===== config.mk =====
export PLATFORM = sky130hd
export DESIGN_NAME = lcd_framebuffer_scheduler
export DESIGN_NICKNAME = d
export VERILOG_FILES = /design/src/rtl/lcd_pkg.sv /design/src/rtl/lcd_buf_picker.sv /design/src/rtl/lcd_framebuffer_scheduler.sv
export SDC_FILE = /design/constraint.sdc
export NUM_CORES = 1
export LEC_CHECK = 0
export CAP_MARGIN = 5
export CORE_AREA = 2 2 138 140
export DETAILED_ROUTE_END_ITERATION = 6
export DIE_AREA = 0 0 140 142
export HOLD_SLACK_MARGIN = 0.06
export PLACE_DENSITY = 0.87
export SLEW_MARGIN = 30
export SYNTH_ARGS = -nofsm -noshare
export SYNTH_HDL_FRONTEND = slang
export SYNTH_SLANG_ARGS = --single-unit

===== constraint.sdc =====
create_clock -name CLK_PXCLK -period 15.8 [get_ports CLK_PXCLK]
set_input_delay 2.37 -clock CLK_PXCLK [delete_from_list [all_inputs] [get_ports CLK_PXCLK]]
set_output_delay 2.37 -clock CLK_PXCLK [all_outputs]
set_load 0.02 [all_outputs]

===== src/rtl/lcd_pkg.sv =====
// Shared types and address helper for the LCD framebuffer scheduler.
package lcd_pkg;

    localparam int LCD_ADDR_BITS = 30;

    typedef enum logic [1:0] {
        BUF_FREE,
        BUF_DRAWING,
        BUF_QUEUED,
        BUF_SCANOUT
    } lcd_buf_state_t;

    // base + idx*stride built from shifted copies of the stride; wraps mod 2^30.
    function automatic logic [LCD_ADDR_BITS-1:0] lcd_buf_addr(
        input logic [LCD_ADDR_BITS-1:0] base,
        input logic [LCD_ADDR_BITS-1:0] stride,
        input logic [1:0]               idx
    );
        logic [LCD_ADDR_BITS-1:0] off;
        off = '0;
        if (idx[0]) off = off + stride;
        if (idx[1]) off = off + {stride[LCD_ADDR_BITS-2:0], 1'b0};
        return base + off;
    endfunction

endpackage


===== src/rtl/lcd_buf_picker.sv =====
// Lowest-index search over the buffer state array for one target state.
module lcd_buf_picker
    import lcd_pkg::*;
#(
    parameter int NUM_BUFFERS = 3,
    parameter int IDX_BITS    = 2
) (
    input  lcd_buf_state_t [NUM_BUFFERS-1:0] states,
    input  lcd_buf_state_t                   target,
    output logic                             found,
    output logic [IDX_BITS-1:0]              idx
);

    always_comb begin
        found = 1'b0;
        idx   = '0;
        for (int i = NUM_BUFFERS - 1; i >= 0; i--) begin
            if (states[i] == target) begin
                found = 1'b1;
                idx   = IDX_BITS'(i);
            end
        end
    end

endmodule


===== src/rtl/lcd_framebuffer_scheduler.sv =====
// Mailbox page-flip scheduler sharing 2..4 framebuffers between renderer and LCD scanout.
module lcd_framebuffer_scheduler
    import lcd_pkg::*;
#(
    parameter int NUM_BUFFERS = 3,
    parameter int IDX_BITS    = 2,
    parameter int CNT_BITS    = 16
) (
    input  logic                     CLK_PXCLK,
    input  logic                     RESET,
    input  logic                     FRAME_START,
    input  logic                     FRAME_END,
    input  logic [LCD_ADDR_BITS-1:0] BASE_ADDR,
    input  logic [LCD_ADDR_BITS-1:0] BUF_STRIDE,
    input  logic                     ACQ_REQ,
    output logic                     ACQ_ACK,
    output logic [IDX_BITS-1:0]      DRAW_IDX,
    output logic [LCD_ADDR_BITS-1:0] DRAW_ADDR,
    input  logic                     SUBMIT,
    output logic [LCD_ADDR_BITS-1:0] SCAN_ADDR,
    output logic                     FLIP_PENDING,
    output logic                     VBLANK_IRQ,
    output logic [CNT_BITS-1:0]      FRAME_COUNT,
    output logic [CNT_BITS-1:0]      DROP_COUNT
);

    lcd_buf_state_t [NUM_BUFFERS-1:0] buf_state;
    lcd_buf_state_t [NUM_BUFFERS-1:0] buf_state_nxt;

    logic                drawing;
    logic                free_found, queued_found, scan_found;
    logic [IDX_BITS-1:0] free_idx, queued_idx, scan_idx;
    logic                grant, submit_ok, flip, drop_evt;

    lcd_buf_picker #(.NUM_BUFFERS(NUM_BUFFERS), .IDX_BITS(IDX_BITS)) u_pick_free (
        .states(buf_state), .target(BUF_FREE),    .found(free_found),   .idx(free_idx)
    );
    lcd_buf_picker #(.NUM_BUFFERS(NUM_BUFFERS), .IDX_BITS(IDX_BITS)) u_pick_queued (
        .states(buf_state), .target(BUF_QUEUED),  .found(queued_found), .idx(queued_idx)
    );
    lcd_buf_picker #(.NUM_BUFFERS(NUM_BUFFERS), .IDX_BITS(IDX_BITS)) u_pick_scan (
        .states(buf_state), .target(BUF_SCANOUT), .found(scan_found),   .idx(scan_idx)
    );

    // All decisions use the registered states, so a buffer freed by a flip waits a cycle.
    assign grant        = ACQ_REQ && !drawing && !ACQ_ACK && free_found;
    assign submit_ok    = SUBMIT && drawing;
    assign flip         = FRAME_START && queued_found;
    assign drop_evt     = submit_ok && queued_found && !FRAME_START;
    assign FLIP_PENDING = queued_found;

    always_comb begin
        buf_state_nxt = buf_state;
        for (int i = 0; i < NUM_BUFFERS; i++) begin
            if (flip && IDX_BITS'(i) == queued_idx) buf_state_nxt[i] = BUF_SCANOUT;
            if (flip && IDX_BITS'(i) == scan_idx)   buf_state_nxt[i] = BUF_FREE;
            if (drop_evt && IDX_BITS'(i) == queued_idx) buf_state_nxt[i] = BUF_FREE;
            if (submit_ok && IDX_BITS'(i) == DRAW_IDX)  buf_state_nxt[i] = BUF_QUEUED;
            if (grant && IDX_BITS'(i) == free_idx)      buf_state_nxt[i] = BUF_DRAWING;
        end
    end

    always_ff @(posedge CLK_PXCLK) begin
        if (RESET) begin
            for (int i = 0; i < NUM_BUFFERS; i++)
                buf_state[i] <= (i == 0) ? BUF_SCANOUT : BUF_FREE;
            drawing     <= 1'b0;
            ACQ_ACK     <= 1'b0;
            DRAW_IDX    <= '0;
            DRAW_ADDR   <= BASE_ADDR;
            SCAN_ADDR   <= BASE_ADDR;
            VBLANK_IRQ  <= 1'b0;
            FRAME_COUNT <= '0;
            DROP_COUNT  <= '0;
        end else begin
            buf_state  <= buf_state_nxt;
            ACQ_ACK    <= grant;
            VBLANK_IRQ <= FRAME_END;
            if (FRAME_START)
                FRAME_COUNT <= FRAME_COUNT + CNT_BITS'(1);
            if (flip)
                SCAN_ADDR <= lcd_buf_addr(BASE_ADDR, BUF_STRIDE, queued_idx);
            if (submit_ok)
                drawing <= 1'b0;
            if (grant) begin
                drawing   <= 1'b1;
                DRAW_IDX  <= free_idx;
                DRAW_ADDR <= lcd_buf_addr(BASE_ADDR, BUF_STRIDE, free_idx);
            end
            if (drop_evt && DROP_COUNT != '1)
                DROP_COUNT <= DROP_COUNT + CNT_BITS'(1);
        end
    end

`ifndef SYNTHESIS
    function automatic int count_state(lcd_buf_state_t s);
        int n;
        n = 0;
        for (int i = 0; i < NUM_BUFFERS; i++)
            if (buf_state[i] == s) n++;
        return n;
    endfunction

    always @(posedge CLK_PXCLK) begin
        if (!RESET) begin
            assert (scan_found && count_state(BUF_SCANOUT) == 1);
            assert (count_state(BUF_QUEUED) <= 1);
            assert (count_state(BUF_DRAWING) == (drawing ? 1 : 0));
        end
    end
`endif

endmodule


[Word level (Yosys, flattened, before mapping)]
Cells that the tools add are included.
Storage, ports and cells
  register bits after elaboration: 103
  input bits: 66
  output and inout bits: 97
  word-level logic and storage cells: 128
Operators by class
  add/sub/neg operators: 6
  eq/ne operators: 15
  multiplexer cells: 48
  reduce and logical (&&, ||, !) cells: 45
Operators by type and width (number)
  30-bit 2-to-1 mux: 16
  30-bit adder: 4
  2-bit 2-to-1 mux: 22
  16-bit by 1-bit adder with 16-bit output (second input constant): 2
  1-bit logical AND: 23
  16-bit inequality test (second input constant): 1
  5-bit nonzero test: 3
  2-bit logical NOT: 7
  2-bit equality test (second input constant): 6
  4-bit nonzero test: 3
  1-bit 2-to-1 mux: 10
  1-bit by 2-bit equality test with 1-bit output (first input constant): 4
  2-bit equality test (first input constant): 4
  2-bit nonzero test: 3
  2-bit OR reduction: 3
  1-bit logical NOT: 3

[Longest topological paths before layout]
  depth in word-level cells: 14
  mapped depth: 31
  mapped depth without buffers: 28

[Cells and area by module]
Synthesis repeated with hierarchy kept, for this count alone.
Unflattened totals
  cells, all modules: 1464
  area total of the unflattened synthesis: 11481.0 um^2
By module, submodules not included
  lcd_framebuffer_scheduler: times used 1, cells an instance 1425, area an instance 11199.5 um^2, sequential area each 2662.6 um^2
  lcd_buf_picker: times used 3, cells an instance 13, area an instance 93.8 um^2, sequential area each 0.0 um^2

[Least setup slack after synthesis]
No wires, ideal clock.
  path kind: input port to flip-flop
  from: in BUF_STRIDE[2]
  to: reg SCAN_ADDR[29], data pin
  library setup time: 258 ps
  data arrival time: 7268 ps
  data required time: 15542 ps
  path slack: 8274 ps
  stages on the path: 23
  path buffers: 2
  cell sequence: buf_2 > buf_1 > nand2_1 > inv_1 > ha_1 > a21o_1 > a22o_1 > a221oi_1 > a211oi_2 > o21ai_1 > o211ai_2 > and4_1 > or4_1 > a31o_2 > ha_1 > and3_1 > a41o_1 > a41o_1 > o41ai_1 > o21a_1 > nor2b_1 > mux2i_1 > xnor2_1
Between the ends
  longest elaborated chain between the ends: 10
Ends and longest elaborated chain
  from (decl): line lcd_framebuffer_scheduler.sv:14  | input logic [LCD_ADDR_BITS-1:0] BUF_STRIDE,
  30-bit 2-to-1 mux: line lcd_pkg.sv:21  | if (idx[0]) off = off + stride;
  30-bit 2-to-1 mux: line lcd_framebuffer_scheduler.sv:81  | if (flip)
  30-bit 2-to-1 mux: line lcd_framebuffer_scheduler.sv:64  | if (RESET) begin
  30-bit adder: line lcd_pkg.sv:22  | if (idx[1]) off = off + {stride[LCD_ADDR_BITS-2:0], 1'b0};
  30-bit 2-to-1 mux *: line lcd_pkg.sv:22
  30-bit 2-to-1 mux *: line lcd_framebuffer_scheduler.sv:81
  30-bit 2-to-1 mux *: line lcd_framebuffer_scheduler.sv:64
  30-bit adder *: line lcd_pkg.sv:23  | return base + off;
  30-bit 2-to-1 mux *: line lcd_framebuffer_scheduler.sv:81
  30-bit 2-to-1 mux *: line lcd_framebuffer_scheduler.sv:64
  to (signal assigned): line lcd_framebuffer_scheduler.sv:82  | SCAN_ADDR <= lcd_buf_addr(BASE_ADDR, BUF_STRIDE, queued_idx);
  to (decl): line lcd_framebuffer_scheduler.sv:20  | output logic [LCD_ADDR_BITS-1:0] SCAN_ADDR,
Mark *: on every way between the ends. The rest lies on a longest branch, timed or not. The select of a mux whose other input is x is not followed.
A chain may end at the register's enable or synchronous reset.

[Worst setup path in the final report]
  from: in BUF_STRIDE[2]
  to: reg SCAN_ADDR[28], data pin
Same word-level chain as after synthesis.

==> run_summary.xml <==
<?xml version="1.0" encoding="UTF-8"?>
<metrics>
  <group name="outcome">
    <metric name="status" unit="">complete, but fails checks</metric>
    <metric name="violations" unit="">design-rule violations</metric>
  </group>
  <group name="floorplan">
    <metric name="floorplan.die.height" unit="um">142</metric>
    <metric name="placement_rows" unit="">50</metric>
    <metric name="core" unit="um2">18500</metric>
    <metric name="initial_utilization" unit="">0.592</metric>
    <metric name="num_io_pins" unit="">163</metric>
    <metric name="design.die.area" unit="um2">19900</metric>
    <metric name="fp.dieW" unit="um">140</metric>
  </group>
  <group name="synthesis">
    <metric name="synth-edff-count" unit="">60</metric>
    <metric name="post_synth_instance_area" unit="um2">10900</metric>
    <metric name="seq_area_frac_synth" unit="">0.244</metric>
    <metric name="synth_async_sr_flop_share" unit="">0</metric>
    <metric name="synth.area.top_cells" unit="">sky130_fd_sc_hd__edfxtp_1, sky130_fd_sc_hd__ha_1, sky130_fd_sc_hd__dfxtp_1, sky130_fd_sc_hd__a21o_1, sky130_fd_sc_hd__o21ai_0</metric>
    <metric name="yosys_register_bits" unit="">103</metric>
    <metric name="yosys.area.top_type_share" unit="">0.165</metric>
    <metric name="yosys_most_used_dff" unit="">sky130_fd_sc_hd__edfxtp_1</metric>
    <metric name="postSynthAreaPerCell" unit="um2">7.93</metric>
    <metric name="synth_cell_types" unit="">82</metric>
    <metric name="synth-warning-count" unit="">0</metric>
    <metric name="synth.net_count" unit="">1548</metric>
    <metric name="postSynthCellCount" unit="">1378</metric>
    <metric name="synth_top_area_cell" unit="">sky130_fd_sc_hd__edfxtp_1</metric>
  </group>
  <group name="layout">
    <metric name="antenna_cells" unit="">0</metric>
    <metric name="layout.area.seq" unit="um2">2660</metric>
    <metric name="area_delta_synth_final" unit="%">18.0</metric>
    <metric name="final.fill_count" unit="">1540</metric>
    <metric name="final_cell_utilization_of_the_core" unit="">0.698</metric>
    <metric name="final_layout_size_suffix_gt1_frac" unit="">0.0383</metric>
    <metric name="finalNonFillerCells" unit="">1724</metric>
    <metric name="multiInputGateArea" unit="um2">7800</metric>
    <metric name="final_nets" unit="">1655</metric>
  </group>
  <group name="clock_tree">
    <metric name="htree_levels" unit="">3</metric>
    <metric name="clock-root-buffer" unit="">sky130_fd_sc_hd__clkbuf_16</metric>
    <metric name="clock-sinks" unit="">103</metric>
    <metric name="clk-insertion-delay-late" unit="ps">380</metric>
    <metric name="ctsResizeCount" unit="">0</metric>
    <metric name="cts_tree" unit="">done</metric>
    <metric name="cts_post_setup_buffers_inserted" unit="">0</metric>
    <metric name="ctsHoldBuffers" unit="">0</metric>
    <metric name="worst_setup_hold_path_clk_slew" unit="ps">80</metric>
    <metric name="total_cts_buffers" unit="">9</metric>
    <metric name="clock_path_buffers" unit="">2</metric>
  </group>
  <group name="sta">
    <metric name="finClkSkew" unit="ps">18.1</metric>
    <metric name="setup_viol" unit="">0</metric>
    <metric name="max-slew-margin-rel" unit="">0.354</metric>
    <metric name="fmaxAchievable" unit="MHz">120</metric>
    <metric name="post-route-period-util" unit="">0.528</metric>
    <metric name="final_max_slew_viol_count" unit="">0</metric>
    <metric name="rsz0062_at_grt" unit="">false</metric>
    <metric name="tightestPinTransition" unit="ps">967</metric>
    <metric name="finalWorstPathRequiredPeriod" unit="ps">8340</metric>
    <metric name="tns" unit="ps">0</metric>
    <metric name="final_hold_viol_count" unit="">0</metric>
  </group>
  <group name="drt">
    <metric name="top_layer_used" unit="">met4</metric>
    <metric name="postRouteWirelength" unit="um">31300</metric>
    <metric name="drt_first_iter_violations" unit="">1085</metric>
    <metric name="first_pass_iters" unit="">7</metric>
    <metric name="viasPerCell" unit="">6.41</metric>
    <metric name="route.detailed.drc" unit="">13</metric>
    <metric name="met1_routed_length" unit="um">13500</metric>
    <metric name="routed-via-count" unit="">11058</metric>
    <metric name="antenna_violating_nets_post_route" unit="">0</metric>
    <metric name="drt-wirelength-per-cell" unit="um">18.2</metric>
    <metric name="routed-wl-met3" unit="um">2960</metric>
    <metric name="amount_of_wire_on_met2_after_detailed_routing" unit="um">14100</metric>
  </group>
  <group name="grt">
    <metric name="grt_overflow" unit="">0</metric>
    <metric name="gr-usage-all-layers" unit="">0.310</metric>
    <metric name="grt_start_max_net_pins" unit="">71</metric>
    <metric name="initial_antenna_violation_count" unit="">0</metric>
    <metric name="grt_pass1_vias" unit="">10252</metric>
    <metric name="grt_pass1_wl" unit="um">50400</metric>
  </group>
  <group name="min_path">
    <metric name="hp-start" unit="">drawing$_SDFFE_PP0P_</metric>
    <metric name="hp-class" unit="">flip-flop to flip-flop</metric>
    <metric name="min_path_cells" unit="">2</metric>
    <metric name="worstHoldEndpoint" unit="">drawing$_SDFFE_PP0P_</metric>
  </group>
  <group name="placed_design">
    <metric name="detailed_place_hpwl" unit="um">23300</metric>
    <metric name="final_weighted_congestion_of_routability_driven_global_placement" unit="">1.01</metric>
    <metric name="port_buffers" unit="">162</metric>
    <metric name="place_inst" unit="">1708</metric>
  </group>
  <group name="power_and_ir_drop">
    <metric name="fin_total_pwr" unit="W">0.00101</metric>
    <metric name="p_leak" unit="nW">5.60</metric>
    <metric name="power.ir.vdd_worst" unit="V">0.0000562</metric>
    <metric name="power.density_cell_area" unit="nW/um2">78.0</metric>
  </group>
  <group name="worst_setup_path">
    <metric name="critical_path.reg2reg.endpoint" unit="">SCAN_ADDR[28]$_DFFE_PP_</metric>
    <metric name="worst_setup_path_end_kind" unit="">flip-flop</metric>
    <metric name="type_of_the_setup_path_with_the_least_slack" unit="">input port to flip-flop</metric>
    <metric name="r2r-start" unit="">buf_state[2]$_SDFFE_PP0P_</metric>
    <metric name="crit_path_max_fanout" unit="">19</metric>
    <metric name="rrSetupSlack" unit="ps">8200</metric>
    <metric name="startpoint_type" unit="">input port</metric>
    <metric name="critical_path_required" unit="ps">15910</metric>
    <metric name="r2r_cells" unit="">27</metric>
    <metric name="cp.arrival" unit="ps">8450</metric>
  </group>
  <group name="flow_run">
    <metric name="drv_cap" unit="">0</metric>
  </group>
</metrics>
[worst max-delay path, stage by stage]
cell	delay, ps
sky130_fd_sc_hd__clkdlybuf4s50_1	830
sky130_fd_sc_hd__nand2_1	250
sky130_fd_sc_hd__inv_1	110
sky130_fd_sc_hd__ha_1	220
sky130_fd_sc_hd__a21o_1	220
sky130_fd_sc_hd__a22o_1	190
sky130_fd_sc_hd__a221oi_1	500
sky130_fd_sc_hd__a211oi_2	150
sky130_fd_sc_hd__o21ai_0	250
sky130_fd_sc_hd__o211ai_2	220
sky130_fd_sc_hd__a21o_1	220
sky130_fd_sc_hd__a211o_1	280
sky130_fd_sc_hd__a21o_1	160
sky130_fd_sc_hd__ha_1	350
sky130_fd_sc_hd__inv_1	120
sky130_fd_sc_hd__nor3_1	70
sky130_fd_sc_hd__o2111ai_1	100
sky130_fd_sc_hd__a21oi_1	90
sky130_fd_sc_hd__a2111o_1	450
sky130_fd_sc_hd__a22o_1	230
sky130_fd_sc_hd__o41ai_1	640
sky130_fd_sc_hd__o21ai_1	190
sky130_fd_sc_hd__xnor2_1	170
sky130_fd_sc_hd__o21ai_1	70
[cell type report]
cell class / count / share of cell area
clock inverters: 7 / 0.00670
well taps: 234 / 0.0227
repair buffers: 170 / 0.130
inverters: 38 / 0.0111
multi-input cells: 1163 / 0.606
flip-flops and latches: 103 / 0.207
clock buffers: 9 / 0.0175
[worst max path at each step]
stage / slack (ps) / depth (start not counted) / end / from
final: 7460 / 24 / SCAN_ADDR[28]$_DFFE_PP_ / BUF_STRIDE[2]
after detailed placement: 7200 / 24 / SCAN_ADDR[28]$_DFFE_PP_ / BUF_STRIDE[2]
after global routing: 6970 / 25 / SCAN_ADDR[29]$_DFFE_PP_ / BUF_STRIDE[2]
after floorplan: 8270 / 23 / SCAN_ADDR[29]$_DFFE_PP_ / BUF_STRIDE[2]
after global placement: 7290 / 24 / SCAN_ADDR[28]$_DFFE_PP_ / BUF_STRIDE[2]
after CTS: 7560 / 24 / SCAN_ADDR[28]$_DFFE_PP_ / BUF_STRIDE[2]
[cells by family (layout without fill, tap and decap cells)]
logic type               Yosys count  after routing  synth area share
adder cells (fa/ha/maj)          106            106             0.124
flip-flops                       103            103             0.244
AND/OR/NAND/NOR                  445            445             0.200
multiplexers                       6              6           0.00561
buffers and inverters            112            224            0.0423
AO/OA/AOI/OAI                    487            487             0.289
XOR/XNOR                         119            119            0.0954
[per-layer routing]
metal,GRT usage,vias to the layer above
li1,-,5321
met1,0.412,5110
met2,0.516,556
met3,0.0606,71
met4,0.0936,0
met5,0,-
[synthesized netlist by cell type (4+ instances only)]
master	instances
sky130_fd_sc_hd__a211oi_1	7
sky130_fd_sc_hd__o31ai_1	8
sky130_fd_sc_hd__nor3_1	28
sky130_fd_sc_hd__a21oi_1	112
sky130_fd_sc_hd__buf_1	6
sky130_fd_sc_hd__nor2b_1	13
sky130_fd_sc_hd__or3_1	6
sky130_fd_sc_hd__nand2b_1	18
sky130_fd_sc_hd__a21o_1	89
sky130_fd_sc_hd__clkbuf_1	51
sky130_fd_sc_hd__xor2_1	53
sky130_fd_sc_hd__and4_1	7
sky130_fd_sc_hd__o21ai_1	10
sky130_fd_sc_hd__and2_1	7
sky130_fd_sc_hd__buf_2	12
sky130_fd_sc_hd__o21bai_1	15
sky130_fd_sc_hd__nand3_1	45
sky130_fd_sc_hd__ha_1	100
sky130_fd_sc_hd__or2_2	5
sky130_fd_sc_hd__o22ai_1	13
sky130_fd_sc_hd__o21ai_0	123
sky130_fd_sc_hd__nor2_1	106
sky130_fd_sc_hd__edfxtp_1	60
sky130_fd_sc_hd__a31oi_1	16
sky130_fd_sc_hd__nand2_1	118
sky130_fd_sc_hd__a22o_1	6
sky130_fd_sc_hd__dfxtp_1	43
sky130_fd_sc_hd__and3_1	47
sky130_fd_sc_hd__nand4_1	16
sky130_fd_sc_hd__o21a_1	9
sky130_fd_sc_hd__a211o_1	4
sky130_fd_sc_hd__a41o_1	4
sky130_fd_sc_hd__a221oi_1	4
sky130_fd_sc_hd__o221ai_1	4
sky130_fd_sc_hd__nor4_1	7
sky130_fd_sc_hd__xnor2_1	66
sky130_fd_sc_hd__o211ai_1	12
sky130_fd_sc_hd__inv_1	38
sky130_fd_sc_hd__a31o_2	6
sky130_fd_sc_hd__fa_1	4
sky130_fd_sc_hd__mux2i_1	5
[power breakdown]
group / switching [W] / internal, W
sequential: 0.0000101 / 0.000318
combinational: 0.000252 / 0.000184
clock: 0.000127 / 0.000115
total: 0.000389 / 0.000616
[state kept, by name (all words and copies together), names as in the netlist]
name / flops
drawing: 1
ACQ_ACK: 1
SCAN_ADDR: 30
FRAME_COUNT: 16
DRAW_ADDR: 30
DROP_COUNT: 16
DRAW_IDX: 2
VBLANK_IRQ: 1
buf_state: 6
[cells in the final DEF (no fill, tap or decap), drive strengths merged, types with 16 or more instances in the layout]
cell and count:
clkdlybuf4s50 160, o21ai 133, nand2 119, a21oi 113, nor2 109, ha 100
a21o 89, xnor2 66, edfxtp 60, xor2 53, and3 47, nand3 45
dfxtp 43, inv 42, nor3 28, nand2b 18, a31oi 18, o21bai 17
nand4 16
[per-stage QoR]
step	cell area [um2]	hold WS [ps]	worst slack [ps]
after CTS	12900	491	7560
after global routing	12900	510	6970
after global placement	12600	472	7290
after detailed placement	12600	479	7200
after floorplan	10900	463	8270
final	12900	489	7460
Note: power is estimated with default switching activity, not from simulation.
